<file path="config.mk">
export PLATFORM = sky130hd
export DESIGN_NAME = multicycle_control
export DESIGN_NICKNAME = d
export VERILOG_FILES = /design/src/rtl/multicycle_control.sv
export SDC_FILE = /design/constraint.sdc
export NUM_CORES = 1
export LEC_CHECK = 0
export CAP_MARGIN = 10
export CORE_ASPECT_RATIO = 1.2
export CORE_MARGIN = 4
export CORE_UTILIZATION = 25
export CTS_BUF_LIST = sky130_fd_sc_hd__clkbuf_16
export DETAILED_ROUTE_END_ITERATION = 12
export PLACE_DENSITY = 0.68
export SKIP_CTS_REPAIR_TIMING = 1
export SLEW_MARGIN = 25
export SYNTH_ARGS = -nofsm -noshare
export SYNTH_HDL_FRONTEND = slang
export SYNTH_SLANG_ARGS = --single-unit
</file>
<file path="constraint.sdc">
create_clock -name clock -period 1.4 [get_ports clock]
set_input_delay 0.21 -clock clock [delete_from_list [all_inputs] [get_ports clock]]
set_output_delay 0.21 -clock clock [all_outputs]
set_load 0.005 [all_outputs]
</file>
<file path="src/rtl/multicycle_control.sv">
// Main control FSM for the ARMv8 multicycle datapath: sequences fetch, decode, memory, ALU and PC.
// Define PERF_COUNTERS_EN to build the cycle/retired counters; otherwise those ports read 0.
module multicycle_control #(
  parameter int OPCODE_W = 11,
  parameter int CNT_W    = 32
) (
  input  logic                clock,
  input  logic                reset,
  input  logic [OPCODE_W-1:0] opcode,
  input  logic                zero,
  input  logic                mem_ready,
  output logic                pc_write,
  output logic                pc_write_cond,
  output logic                pc_src,
  output logic                ir_write,
  output logic                i_or_d,
  output logic                mem_read,
  output logic                mem_write,
  output logic                mem_to_reg,
  output logic                reg_write,
  output logic                reg2loc,
  output logic                alu_src_a,
  output logic [1:0]          alu_src_b,
  output logic [1:0]          alu_op,
  output logic                illegal,
  output logic [3:0]          state,
  output logic [CNT_W-1:0]    cycle_cnt,
  output logic [CNT_W-1:0]    retired_cnt
);
  typedef enum logic [3:0] {
    FETCH    = 4'd0,
    DECODE   = 4'd1,
    MEM_ADDR = 4'd2,
    MEM_RD   = 4'd3,
    MEM_WB   = 4'd4,
    MEM_WR   = 4'd5,
    EXEC_R   = 4'd6,
    R_WB     = 4'd7,
    BR_CBZ   = 4'd8,
    BR_B     = 4'd9,
    ILLEGAL  = 4'd15
  } state_t;

  localparam logic [OPCODE_W-1:0] OP_LDUR = 11'b11111000010;
  localparam logic [OPCODE_W-1:0] OP_STUR = 11'b11111000000;
  localparam logic [OPCODE_W-1:0] OP_ADD  = 11'b10001011000;
  localparam logic [OPCODE_W-1:0] OP_SUB  = 11'b11001011000;
  localparam logic [OPCODE_W-1:0] OP_AND  = 11'b10001010000;
  localparam logic [OPCODE_W-1:0] OP_ORR  = 11'b10101010000;

  state_t st;
  logic   is_ldur, is_stur, is_rtype, is_cbz, is_b;

  assign is_ldur  = (opcode == OP_LDUR);
  assign is_stur  = (opcode == OP_STUR);
  assign is_rtype = (opcode == OP_ADD) || (opcode == OP_SUB) ||
                    (opcode == OP_AND) || (opcode == OP_ORR);
  assign is_cbz   = (opcode[OPCODE_W-1 -: 8] == 8'b10110100);
  assign is_b     = (opcode[OPCODE_W-1 -: 6] == 6'b000101);

  // The branch decision on zero is made in the datapath through pc_write_cond.
  logic unused_zero;
  assign unused_zero = zero;

  always_ff @(posedge clock) begin
    if (reset) begin
      st <= FETCH;
    end else begin
      case (st)
        FETCH:    if (mem_ready) st <= DECODE;
        DECODE: begin
          if (is_ldur || is_stur) st <= MEM_ADDR;
          else if (is_rtype)      st <= EXEC_R;
          else if (is_cbz)        st <= BR_CBZ;
          else if (is_b)          st <= BR_B;
          else                    st <= ILLEGAL;
        end
        MEM_ADDR: begin
          if (is_ldur)      st <= MEM_RD;
          else if (is_stur) st <= MEM_WR;
          else              st <= ILLEGAL;
        end
        MEM_RD:   if (mem_ready) st <= MEM_WB;
        MEM_WB:   st <= FETCH;
        MEM_WR:   if (mem_ready) st <= FETCH;
        EXEC_R:   st <= R_WB;
        R_WB:     st <= FETCH;
        BR_CBZ:   st <= FETCH;
        BR_B:     st <= FETCH;
        ILLEGAL:  st <= ILLEGAL;
        default:  st <= ILLEGAL;
      endcase
    end
  end

  // Moore decode of st; only the FETCH IR/PC loads look at mem_ready. Reset forces everything low.
  always_comb begin
    pc_write      = 1'b0;
    pc_write_cond = 1'b0;
    pc_src        = 1'b0;
    ir_write      = 1'b0;
    i_or_d        = 1'b0;
    mem_read      = 1'b0;
    mem_write     = 1'b0;
    mem_to_reg    = 1'b0;
    reg_write     = 1'b0;
    reg2loc       = 1'b0;
    alu_src_a     = 1'b0;
    alu_src_b     = 2'b00;
    alu_op        = 2'b00;
    illegal       = 1'b0;
    state         = 4'd0;
    if (!reset) begin
      state   = st;
      reg2loc = (is_stur || is_cbz) && (st != ILLEGAL);
      case (st)
        FETCH: begin
          mem_read  = 1'b1;
          alu_src_b = 2'b01;
          ir_write  = mem_ready;
          pc_write  = mem_ready;
        end
        DECODE:   alu_src_b = 2'b11;
        MEM_ADDR: begin
          alu_src_a = 1'b1;
          alu_src_b = 2'b10;
        end
        MEM_RD: begin
          mem_read = 1'b1;
          i_or_d   = 1'b1;
        end
        MEM_WB: begin
          reg_write  = 1'b1;
          mem_to_reg = 1'b1;
        end
        MEM_WR: begin
          mem_write = 1'b1;
          i_or_d    = 1'b1;
        end
        EXEC_R: begin
          alu_src_a = 1'b1;
          alu_op    = 2'b10;
        end
        R_WB:     reg_write = 1'b1;
        BR_CBZ: begin
          alu_src_a     = 1'b1;
          alu_op        = 2'b01;
          pc_write_cond = 1'b1;
          pc_src        = 1'b1;
        end
        BR_B: begin
          pc_write = 1'b1;
          pc_src   = 1'b1;
        end
        ILLEGAL:  illegal = 1'b1;
        default:  ;
      endcase
    end
  end

`ifdef PERF_COUNTERS_EN
  logic [CNT_W-1:0] cyc_q, ret_q;
  logic             retire;

  assign retire = (st == MEM_WB) || (st == R_WB) || (st == BR_CBZ) || (st == BR_B) ||
                  ((st == MEM_WR) && mem_ready);

  always_ff @(posedge clock) begin
    if (reset) begin
      cyc_q <= '0;
      ret_q <= '0;
    end else if (st != ILLEGAL) begin
      cyc_q <= cyc_q + CNT_W'(1);
      if (retire) ret_q <= ret_q + CNT_W'(1);
    end
  end

  assign cycle_cnt   = reset ? '0 : cyc_q;
  assign retired_cnt = reset ? '0 : ret_q;
`else
  assign cycle_cnt   = '0;
  assign retired_cnt = '0;
`endif

endmodule

</file>
==> results.md, run 1 <==
Layout:
- The largest registers in the layout are st: 4 flops.
- Leaving out fill and tap cells, the most frequent cells in the layout are sky130_fd_sc_hd__conb_1 (64), sky130_fd_sc_hd__buf_4 (51), sky130_fd_sc_hd__dlymetal6s2s_1 (18), sky130_fd_sc_hd__buf_6 (14), sky130_fd_sc_hd__buf_2 (10).
- The library cell used most frequently in the layout, excluding fill and tap cells, is sky130_fd_sc_hd__conb_1.
- In the final layout, the share of cells above drive strength 1 is 0.506.
- After the last flow step, the layout net total stands at approximately 260.
- The register with the most flip-flops in the layout has 4 of them.
- The number of antenna repair diodes is 0.
- The post-route core utilization is 0.485.
- In the final layout, the multi-input gates occupy 982 sq um.
- More flip-flops sit in one register than any other, and that register is st.
- The footprint of the flip-flops and latches is roughly 95 sq um.
- The area growth from synthesis to layout is 83.4%.
- The filler cell count is 408.

Place:
- In this run the tool buffered the top-level ports with 33 buffer cells.
- The routability congestion estimate is about 0.83.
- After legalization and detailed placement, the total HPWL measured roughly 2.5 mm.

Synth:
- The xor and xnor fraction of the mapped netlist area is 0.0293.
- The count of flip-flops with a built-in enable after synthesis is 0.
- Of the total synthesized cell area, the portion taken by full adders, half adders and majority gates is 0.
- By area, the combinational part of the netlist is dominated by buffers and inverters.
- The post-synthesis instance area is ~0.0012 sq mm.
- The multiplexer share of the synthesized area is 0.00869.
- The fraction of the yosys area taken by sequential cells is 0.0695.
- The number of warning messages in the yosys log is 0.
- The dominant register cell in the synthesized netlist is sky130_fd_sc_hd__dfxtp_1.
- The synthesized-area fraction occupied by ao, oa, aoi and oai cells came to 0.162.
- The synthesized design contains 4 register bits.
- Dividing the synthesized area by the synthesized cell count gives around 7.3 sq um.
- Of the total synthesized cell area, the portion taken by AND, OR, NAND and NOR gates is 0.248.
- The number of distinct library cells after synthesis is 44.
- The share of async-settable or async-resettable flops after synthesis is 0.
- The number of instances in the synthesized netlist is 157.

Global route:
- The via count of the first global-routing pass came to approximately 1.1k.
- Across every metal layer, demand over resource in global routing totals 0.102.
- The remaining global-route overflow is 0.
- The initial antenna violation count is 0.
- Entering global routing, the biggest net connects 12 pins.
- The wire length of the first global-routing pass is between 4 and 5 mm.

Die:
- The region available for standard cell placement spans about 0.0044 sq mm.
- The area of the die is 0.00576 sq mm.
- The vertical extent of the die is approximately 82 um.
- For this configuration, the core starts out at a cell density of 0.264.
- The floorplan die width is 70.0 um.
- The floorplan has 26 rows.
- The number of top-level pins is 99.

Detailed routing:
- The DRC violation count after routing is 0.
- After detailed routing, the number of vias per cell comes to between 4 and 5.
- After detailed routing, the total wire length is approximately 4 mm.
- Detailed routing inserted a total of 1265 vias.
- After detailed routing, the average wire length per cell comes to 13.2 um.
- The detail route stage leaves a number of antenna-violating nets equal to 0.
- The first-pass detailed-route iteration total is 4.
- The DRC violation total after the first TritonRoute iteration is 24.

Run:
- The number of maximum-capacitance violations is 0.

Timing:
- Setup violations remaining at the end of the flow were counted as 15.
- The number of slew-limit violations in the final report is 0.
- The final worst-path setup slack is -0.244 ns.
- In the final timing run, aggregate negative setup slack is -2.47 ns.
- Setup repair after global routing could not meet its margin everywhere.
- Subtracting the final worst setup slack from the clock period gives around 1.6 ns.
- The share of the cycle needed by the critical path after routing is 1.17.
- The number of hold-slack violations in the final timing report is 0.
- The highest attainable clock frequency is approximately 0.6 GHz.
- Clock skew on the completed layout was measured at approximately 0.0017 ns.

Pwr:
- The static leakage power is roughly 1.2 nW.
- The total power of the final layout is about 3.4 mW.
- For this design the ratio of total power to cell area is roughly 1600 mW/mm^2.
- The largest vdd supply drop is slightly above 0.8 mV.

Clocking:
- The CTS root buffer is sky130_fd_sc_hd__clkbuf_16.
- In this run the number of H-tree levels came out at 1.
- At the later pin of the worst-skew pair, clock insertion delay measures approximately 0.23 ns.
- The number of clock sinks is 4.
- The largest buffer count on any clock path is 2.
- TritonCTS built the clock tree.
- The number of buffers added by the clock tree synthesis step is 3.
- The clock transition time at the flip-flop clock pins of the worst setup and hold paths is roughly 0.03 ns.

Critical path:
- STA puts the critical path data required time at around 1.2 ns.
- The kind of launch point of the worst setup path is a flop.
- The number of buffers and inverters on the critical path is 3.
- Among all stages on the critical path, the largest delay is contributed by sky130_fd_sc_hd__dfxtp_4.
- The worst setup path is of the flop to primary output kind.
- Traced cell by cell, the critical path runs through buf_12, buf_6, nor3_4, and4_4, a21o_1, buf_2.
- For this run, the slowest stage of the critical path takes roughly 0.34 ns.
- The endpoint kind of the worst setup timing path is a primary output.
- The arrival time at the worst endpoint is about 1.4 ns.
- The maximum fanout along the worst path is 6.
- Grouping stages by cell kind, the critical path spends the most delay in simple AND/OR/NAND/NOR gates.

Run status:
- The checks that failed: setup timing.
- The flow ran to the end, but the final reports show violations.

Min path:
- The path class of the lowest-slack min-delay path is input pin to flop.
[metrics by stage]
stage	std cells	hold WS, ns	setup WS (ns)	cell area (sq um)
after floorplan	220	0.430	0.0109	1400
after global placement	278	0.772	-0.730	1580
after detailed placement	278	0.783	-0.766	1580
after CTS	281	0.790	-0.777	1660
after global routing	303	0.690	-0.297	2110
final	303	0.652	-0.244	2110
[layer usage]
layer / track usage / vias to the layer above / routed length, um
met5: 0 / - / 0
met4: 0.0460 / 0 / 96
met3: 0.0206 / 8 / 307
met2: 0.175 / 73 / 2090
met1: 0.123 / 590 / 1490
li1: - / 594 / -
[area by class of cell]
| cell class | instances | share of cell area |
|---|---|---|
| tap | 56 | 0.0332 |
| inverter | 4 | 0.00710 |
| sequential | 4 | 0.0450 |
| clock buffer | 3 | 0.0355 |
| multi-input combinational | 138 | 0.465 |
| timing repair buffer | 98 | 0.414 |
[Yosys cell counts, types with 2 or more instances]
| cell type | number | area share |
|---|---|---|
| sky130_fd_sc_hd__buf_2 | 4 | 0.017 |
| sky130_fd_sc_hd__nand2_1 | 6 | 0.020 |
| sky130_fd_sc_hd__xnor2_1 | 2 | 0.015 |
| sky130_fd_sc_hd__nor4_1 | 7 | 0.038 |
| sky130_fd_sc_hd__a21oi_1 | 5 | 0.022 |
| sky130_fd_sc_hd__o32a_1 | 2 | 0.017 |
| sky130_fd_sc_hd__inv_1 | 4 | 0.013 |
| sky130_fd_sc_hd__dfxtp_1 | 4 | 0.069 |
| sky130_fd_sc_hd__nor3_1 | 7 | 0.030 |
| sky130_fd_sc_hd__buf_4 | 66 | 0.43 |
| sky130_fd_sc_hd__a211oi_1 | 2 | 0.013 |
| sky130_fd_sc_hd__o21a_1 | 3 | 0.020 |
| sky130_fd_sc_hd__clkbuf_1 | 2 | 0.0065 |
| sky130_fd_sc_hd__nand2b_1 | 2 | 0.011 |
| sky130_fd_sc_hd__nor2b_1 | 3 | 0.016 |
| sky130_fd_sc_hd__nor2_1 | 9 | 0.029 |
| sky130_fd_sc_hd__or4b_4 | 2 | 0.024 |
[worst paths after layout]
check            start       end  slack [ns]  depth (start not counted)
max              st[1]  pc_write       -0.24                          6
min          opcode[0]     st[3]        0.65                          6
min reg2reg      st[3]     st[0]        0.74                          3
max reg2reg      st[3]     st[3]       -0.23                          6
[kinds of logic (layout without fill, tap and decap cells)]
| logic type | Yosys count | after routing |
|---|---|---|
| buf+inv | 78 | 105 |
| compound gates | 25 | 25 |
| xor+xnor | 3 | 3 |
| simple gates | 45 | 45 |
| mux | 1 | 1 |
| other cells | 1 | 64 |
| flops | 4 | 4 |
[worst register-to-register path, stage by stage, from the launching register on]
cell	delay, ns
sky130_fd_sc_hd__dfxtp_4	0.36
sky130_fd_sc_hd__buf_6	0.13
sky130_fd_sc_hd__buf_8	0.12
sky130_fd_sc_hd__or4b_4	0.52
sky130_fd_sc_hd__a31oi_4	0.19
sky130_fd_sc_hd__or2_1	0.13
sky130_fd_sc_hd__a31o_1	0.11
[where the power goes]
part / total, mW / internal, mW / switching [mW]
registers: 0.327 / 0.198 / 0.129
logic: 2.61 / 1.46 / 1.15
clock network: 0.450 / 0.365 / 0.0845
total: 3.38 / 2.02 / 1.37
(Power assumes the default switching activity.)
==> run 2, diff against run 1 <==
Settings changed: REMOVE_ABC_BUFFERS from default to 1.
==> run 2 against run 1 <==
The flow still finishes with violations (setup timing). Combinational power down 12%. Global-route usage down 0.12 points. Core utilization down 3.3 points. Clock power about the same. Critical path type is now input pin to flop.
==> results.md, run 2 (synthesis gave the netlist of run 1 again) <==
Place:
- The final HPWL from detailed placement is 2.53 mm (was 2.52 mm).
- The cell count after placement is 279 (was 278).
- The post-detailed-placement cell area is 0.00159 sq mm (was 0.00158 sq mm).
- The count of buffers inserted at the top-level ports is 33 (unchanged).
- The routability congestion estimate is 0.798 (was 0.830).

Layout:
- Commonest non-fill, non-tap cells in the layout: sky130_fd_sc_hd__conb_1 (64), sky130_fd_sc_hd__buf_4 (52), sky130_fd_sc_hd__dlymetal6s2s_1 (16), sky130_fd_sc_hd__buf_6 (10), sky130_fd_sc_hd__buf_2 (7) (was sky130_fd_sc_hd__conb_1 (64), sky130_fd_sc_hd__buf_4 (51), sky130_fd_sc_hd__dlymetal6s2s_1 (18), sky130_fd_sc_hd__buf_6 (14), sky130_fd_sc_hd__buf_2 (10)).
- The area taken by multi-input logic gates is 901 sq um (was 982 sq um).
- The most common library cell in the layout ignoring fill and taps is sky130_fd_sc_hd__conb_1 (unchanged).
- The footprint of the flip-flops and latches is 95.1 sq um (unchanged).
- The register with the highest flop count is st (unchanged).
- The number of flip-flops in the largest register came to 4 (unchanged).
- The ratio of cells with drive above 1 in the final layout is 0.465 (was 0.506).
- Top flop regs: st: 4 flops (unchanged).
- The cell area after layout was 0.00197 sq mm (was 0.00211 sq mm).
- The number of antenna repair diodes came to 0 (unchanged).
- The area added between synthesis and finish is 70.9% (was 83.4%).
- The filler cell count came to 447 (was 408).
- The count of nets after finishing is 260 (was 264).
- The final cell count without fillers is 299 (was 303).

Global route:
- The via count of the first global-routing pass is 1109 (was 1064).
- The initial antenna violation count is 0 (unchanged).
- The wire length of the first global-routing pass was 4.77 mm (was 4.81 mm).
- The all-layer global routing usage is 0.100 (was 0.102).
- The maximum number of pins on one net before global-route repair is 13 (was 12).
- The remaining global-route overflow is 0 (unchanged).

Detailed routing:
- The DRC violation total after the first TritonRoute iteration was 21 (was 24).
- The first-pass detailed-route iteration total is 5 (was 4).
- The detailed-route vias per instance was 4.06 (was 4.17).
- The total detailed-routing wirelength is 3.55 mm (was 3.99 mm).
- The number of nets with antenna violations after detailed routing is 0 (unchanged).
- The average wire per cell in the routed design is 11.9 um (was 13.2 um).
- The via count of the routed design came to 1215 (was 1265).
- The DRC violation count after routing is 0 (unchanged).

Pwr:
- The largest vdd supply drop is 0.937 mV (was 0.807 mV).
- The power density over the cells is 1560 mW/mm^2 (was 1600 mW/mm^2).
- The static leakage power was 1.15 nW (was 1.21 nW).

Timing:
- The worst clock skew on the final layout is 0.00101 ns (was 0.00174 ns).
- The number of slew-limit violations in the final report came to 0 (unchanged).
- The sum of negative setup slack came to -2.32 ns (was -2.47 ns).
- The clock period minus final worst setup slack is 1.63 ns (was 1.64 ns).
- The number of hold-slack violations in the final timing report is 0 (unchanged).
- The highest attainable clock frequency is 0.613 GHz (was 0.608 GHz).
- Unrepaired setup endpoints after global routing: yes (unchanged).
- The share of the cycle needed by the critical path after routing is 1.16 (was 1.17).
- The total of endpoints with negative setup slack in the final report came to 19 (was 15).
- The final worst-path setup slack is -0.231 ns (was -0.244 ns).

Clocking:
- The largest buffer count on any clock path is 2 (unchanged).
- The number of clock sinks is 4 (unchanged).
- The number of H-tree levels is 1 (unchanged).
- The CTS root buffer is sky130_fd_sc_hd__clkbuf_16 (unchanged).
- The clock latency on the worst-skew pair is 0.23 ns (about the same).
- The clock transition time at the flip-flop clock pins of the worst setup and hold paths was 0.03 ns (about the same).
- The clock tree from TritonCTS is done (unchanged).
- The number of buffers added by the clock tree synthesis step was 3 (unchanged).

Critical path:
- The worst reg2reg path startpoint is st[1] (was st[3]).
- The worst flop-to-flop path endpoint is st[3] (unchanged).
- The maximum fanout along the worst path is 3 (was 6).
- The endpoint kind of the worst setup timing path is a flop (was primary output).
- The path depth of the worst reg2reg path is 6 (unchanged).
- The worst endpoint required time came to 1.51 ns (was 1.19 ns).
- The reg-to-reg setup timing slack is -0.23 ns (about the same).
- The kind of launch point of the worst setup path was an input pin (was flop).
- The classification of the worst setup path is input pin to flop (was flop to primary output).
- The arrival time at the worst endpoint is 1.75 ns (was 1.43 ns).

Die:
- The area of the placeable core is 0.00436 sq mm (unchanged).
- The initial cell density of the core is 0.264 (unchanged).
- The vertical extent of the die is 82.4 um (unchanged).
- The number of top-level pins is 99 (unchanged).
- The area of the die is 0.00576 sq mm (unchanged).
- The standard-cell row count came to 26 (unchanged).
- The floorplan die width came to 70.0 um (unchanged).

Min path:
- The end of the worst hold path is st[3] (unchanged).
- The number of cells traversed by the worst hold path is 6 (unchanged).
- The hold path startpoint is opcode[2] (was opcode[0]).
- The path class of the lowest-slack min-delay path is input pin to flop (unchanged).

Run status:
- Status: complete, but fails checks (unchanged).
- Violations in the final reports: setup timing (unchanged).

Run:
- The number of maximum-capacitance violations is 0 (unchanged).
==> run 2: area by class of cell <==
cell class,instances,share of cell area
multi-input combinational,138,0.457
timing repair buffer,94,0.413
sequential,4,0.0483
clock buffer,3,0.0381
tap,56,0.0356
inverter,4,0.00762
==> run 2: report_power, final <==
group / internal, mW / switching [mW]
combinational: 1.33 / 0.974
sequential: 0.198 / 0.118
clock: 0.365 / 0.0866
total: 1.89 / 1.18
==> run 2: worst max-delay path by stage <==
| stage | slack [ns] | cells past startpoint | from | endpoint |
|---|---|---|---|---|
| after detailed placement | -0.83 | 6 | opcode[0] | reg2loc |
| after CTS | -0.86 | 6 | opcode[0] | reg2loc |
| final | -0.23 | 5 | opcode[1] | st[3] |
| after global routing | -0.32 | 6 | opcode[7] | reg2loc |
| after global placement | -0.81 | 6 | opcode[0] | reg2loc |
| after floorplan | -0.24 | 4 | st[1] | st[2] |
==> run 2: worst max-delay path, stage by stage <==
cell	delay, ns
sky130_fd_sc_hd__clkdlybuf4s50_1	0.48
sky130_fd_sc_hd__nor4bb_1	0.48
sky130_fd_sc_hd__a31oi_4	0.15
sky130_fd_sc_hd__or2_1	0.23
sky130_fd_sc_hd__a31o_1	0.20
==> run 2: stage by stage <==
stage | worst slack [ns] | utilization | hold WS (ns) | power (mW)
2_1_floorplan | -0.236 | - | 0.430 | 1.00
3_3_place_gp | -0.811 | 0.366 | 0.826 | 2.00
3_5_place_dp | -0.826 | 0.366 | 0.819 | 2.02
4_1_cts | -0.856 | 0.383 | 0.824 | 2.48
5_1_grt | -0.321 | 0.452 | 0.713 | 3.29
6_report | -0.231 | 0.452 | 0.652 | 3.07
==> run 2: metal layers <==
metal / track usage / routed length, um
met5: 0 / 0
met4: 0.0345 / 33
met3: 0.0194 / 305
met2: 0.180 / 1760
met1: 0.121 / 1450
==> run 3, diff against run 2 <==
Settings changed: CORE_UTILIZATION 25 to 29, PLACE_DENSITY 0.68 to 0.77, TNS_END_PERCENT from default to 5.
==> run 3 against run 2 <==
Cell area decreased by 8.4%. The run still ends with setup timing left. Combinational power shrank 21%. First-iteration DRC count rose by 9.5%. Register-to-register slack about the same.
==> results.md, run 3 (synthesis gave the netlist of run 1 again) <==
Critical path:
- The worst endpoint required time came to 1.19 ns (was 1.51 ns).
- The maximum fanout along the worst path was 6 (was 3).
- The endpoint kind of the worst setup timing path was a primary output (was flop).
- The kind of launch point of the worst setup path is a flop (was input pin).
- The arrival time at the worst endpoint is 1.44 ns (was 1.75 ns).
- The classification of the worst setup path is flop to primary output (was input pin to flop).

Timing:
- The final worst-path setup slack was -0.247 ns (was -0.231 ns).
- The number of hold-slack violations in the final timing report is 0 (unchanged).
- The share of the cycle needed by the critical path after routing is 1.18 (was 1.16).
- The clock period minus final worst setup slack is 1.65 ns (was 1.63 ns).
- Unrepaired setup endpoints after global routing: yes (unchanged).
- The worst clock skew on the final layout is 0.000150 ns (was 0.00101 ns).
- The number of slew-limit violations in the final report is 0 (unchanged).
- The total of endpoints with negative setup slack in the final report was 13 (was 19).
- The highest attainable clock frequency is 0.607 GHz (was 0.613 GHz).
- The sum of negative setup slack is -1.51 ns (was -2.32 ns).
- The final hold slack came to 0.625 ns (was 0.652 ns).

Die:
- The number of top-level pins is 99 (unchanged).
- The area of the die is 0.00505 sq mm (was 0.00576 sq mm).
- The area of the placeable core was 0.00372 sq mm (was 0.00436 sq mm).
- The vertical extent of the die was 77.1 um (was 82.4 um).
- The floorplan die width is 65.5 um (was 70.0 um).
- The initial cell density of the core is 0.309 (was 0.264).
- The standard-cell row count is 24 (was 26).

Global route:
- The via count of the first global-routing pass is 962 (was 1109).
- The all-layer global routing usage is 0.110 (was 0.100).
- The wire length of the first global-routing pass is 4.48 mm (was 4.77 mm).
- The remaining global-route overflow came to 0 (unchanged).
- The maximum number of pins on one net before global-route repair is 14 (was 13).
- The initial antenna violation count came to 0 (unchanged).

Pwr:
- The largest vdd supply drop came to 0.739 mV (was 0.937 mV).
- The power density over the cells is 1440 mW/mm^2 (was 1560 mW/mm^2).
- The total net switching power is 1.03 mW (was 1.18 mW).
- The share of total power consumed by net switching is 0.397 (was 0.384).
- The share of power burned in registers is 0.131 (was 0.103).
- The static leakage power is 1.19 nW (was 1.15 nW).
- The cell internal power dissipation is 1.57 mW (was 1.89 mW).
- The combinational share of power came to 0.698 (was 0.750).
- The total power of the final layout is 2.60 mW (was 3.07 mW).
- The clock share of power is 0.171 (was 0.147).

Clocking:
- The clock tree from TritonCTS is done (unchanged).
- The largest buffer count on any clock path is 2 (unchanged).
- The number of buffers added by the clock tree synthesis step is 3 (unchanged).
- The number of clock sinks is 4 (unchanged).
- The clock transition time at the flip-flop clock pins of the worst setup and hold paths is 0.03 ns (about the same).
- The number of H-tree levels was 1 (unchanged).
- The CTS root buffer is sky130_fd_sc_hd__clkbuf_16 (unchanged).
- The clock latency on the worst-skew pair is 0.22 ns (was 0.23 ns).

Layout:
- The number of flip-flops in the largest register is 4 (unchanged).
- The cell area after layout is 0.00180 sq mm (was 0.00197 sq mm).
- The register with the highest flop count is st (unchanged).
- The count of nets after finishing was 245 (was 260).
- The final cell count without fillers came to 280 (was 299).
- The number of antenna repair diodes is 0 (unchanged).
- The ratio of cells with drive above 1 in the final layout is 0.355 (was 0.465).
- The most common library cell in the layout ignoring fill and taps is sky130_fd_sc_hd__conb_1 (unchanged).
- The post-route core utilization is 0.484 (was 0.452).
- The area added between synthesis and finish was 56.5% (was 70.9%).
- Top flop regs: st: 4 flops (unchanged).
- The filler cell count is 346 (was 447).
- Commonest non-fill, non-tap cells in the layout: sky130_fd_sc_hd__conb_1 (64), sky130_fd_sc_hd__buf_4 (45), sky130_fd_sc_hd__dlymetal6s2s_1 (24), sky130_fd_sc_hd__nor2_1 (6) (was sky130_fd_sc_hd__conb_1 (64), sky130_fd_sc_hd__buf_4 (52), sky130_fd_sc_hd__dlymetal6s2s_1 (16), sky130_fd_sc_hd__buf_6 (10), sky130_fd_sc_hd__buf_2 (7)).

Place:
- The final HPWL from detailed placement is 2.43 mm (was 2.53 mm).
- The routability congestion estimate came to 0.833 (was 0.798).
- The count of buffers inserted at the top-level ports is 33 (unchanged).
- The cell count after placement is 270 (was 279).
- The post-detailed-placement cell area is 0.00155 sq mm (was 0.00159 sq mm).
- The post-placement setup slack is -0.825 ns (was -0.826 ns).

Detailed routing:
- The via count of the routed design is 1154 (was 1215).
- The DRC violation total after the first TritonRoute iteration was 23 (was 21).
- The total detailed-routing wirelength is 3.33 mm (was 3.55 mm).
- The average wire per cell in the routed design is 11.9 um (about the same).
- The number of nets with antenna violations after detailed routing is 0 (unchanged).
- The first-pass detailed-route iteration total was 4 (was 5).
- The detailed-route vias per instance is 4.12 (was 4.06).
- The DRC violation count after routing came to 0 (unchanged).

Run:
- The number of maximum-capacitance violations came to 0 (unchanged).

Min path:
- The path class of the lowest-slack min-delay path is input pin to flop (unchanged).

Run status:
- Status: complete, but fails checks (unchanged).
- Violations in the final reports: setup timing (unchanged).
-- run 3: cell types whose count changed in the layout (fill, tap and decap cells not counted), moves of 2 or more --
cell / before / now
sky130_fd_sc_hd__nor3_2: 4 / 2
sky130_fd_sc_hd__nor3_1: 1 / 3
sky130_fd_sc_hd__buf_4: 52 / 45
sky130_fd_sc_hd__nand2_2: 3 / 0
sky130_fd_sc_hd__nand2_1: 3 / 5
sky130_fd_sc_hd__buf_6: 10 / 0
sky130_fd_sc_hd__dlymetal6s2s_1: 16 / 24
sky130_fd_sc_hd__buf_2: 7 / 3
-- run 3: layout make-up --
cell class	count	area (sq um)	area share
Multi-Input combinational cell	138	840	0.466
Clock buffer	3	75.1	0.0416
Sequential cell	4	95.1	0.0527
Inverter	4	15.0	0.00833
Tap cell	52	65.1	0.0361
Timing Repair Buffer	79	713	0.396
-- run 3: routing by layer --
layer	wire (um)	part of all wire	global-route usage	vias up
met4	70	0.021	0.0519	0
met5	0	0	0	-
met2	1640	0.49	0.178	70
met1	1320	0.40	0.137	524
li1	-	-	-	554
met3	308	0.092	0.0190	6
-- run 3: worst max-delay path: stages, from the launching register on --
cell	delay, ns
sky130_fd_sc_hd__dfxtp_4	0.37
sky130_fd_sc_hd__buf_4	0.17
sky130_fd_sc_hd__buf_4	0.14
sky130_fd_sc_hd__nor2_2	0.10
sky130_fd_sc_hd__nand2_1	0.07
sky130_fd_sc_hd__a211oi_1	0.21
sky130_fd_sc_hd__buf_2	0.15
-- run 3: worst paths after layout --
check | from | to | slack, ns | depth (start not counted)
max reg2reg | st[1] | st[3] | -0.23 | 5
min reg2reg | st[3] | st[2] | 0.79 | 3
max | st[1] | alu_src_a | -0.25 | 6
min | opcode[2] | st[3] | 0.62 | 6
-- run 3: power by group through the flow --
stage                     Clock [mW]  Combinational (mW)  Sequential, mW
after floorplan                    0               0.651           0.354
after global placement             0                1.57           0.310
after detailed placement           0                1.60           0.310
after CTS                      0.447                1.62           0.310
after global routing           0.459                1.98           0.345
final                          0.444                1.82           0.340
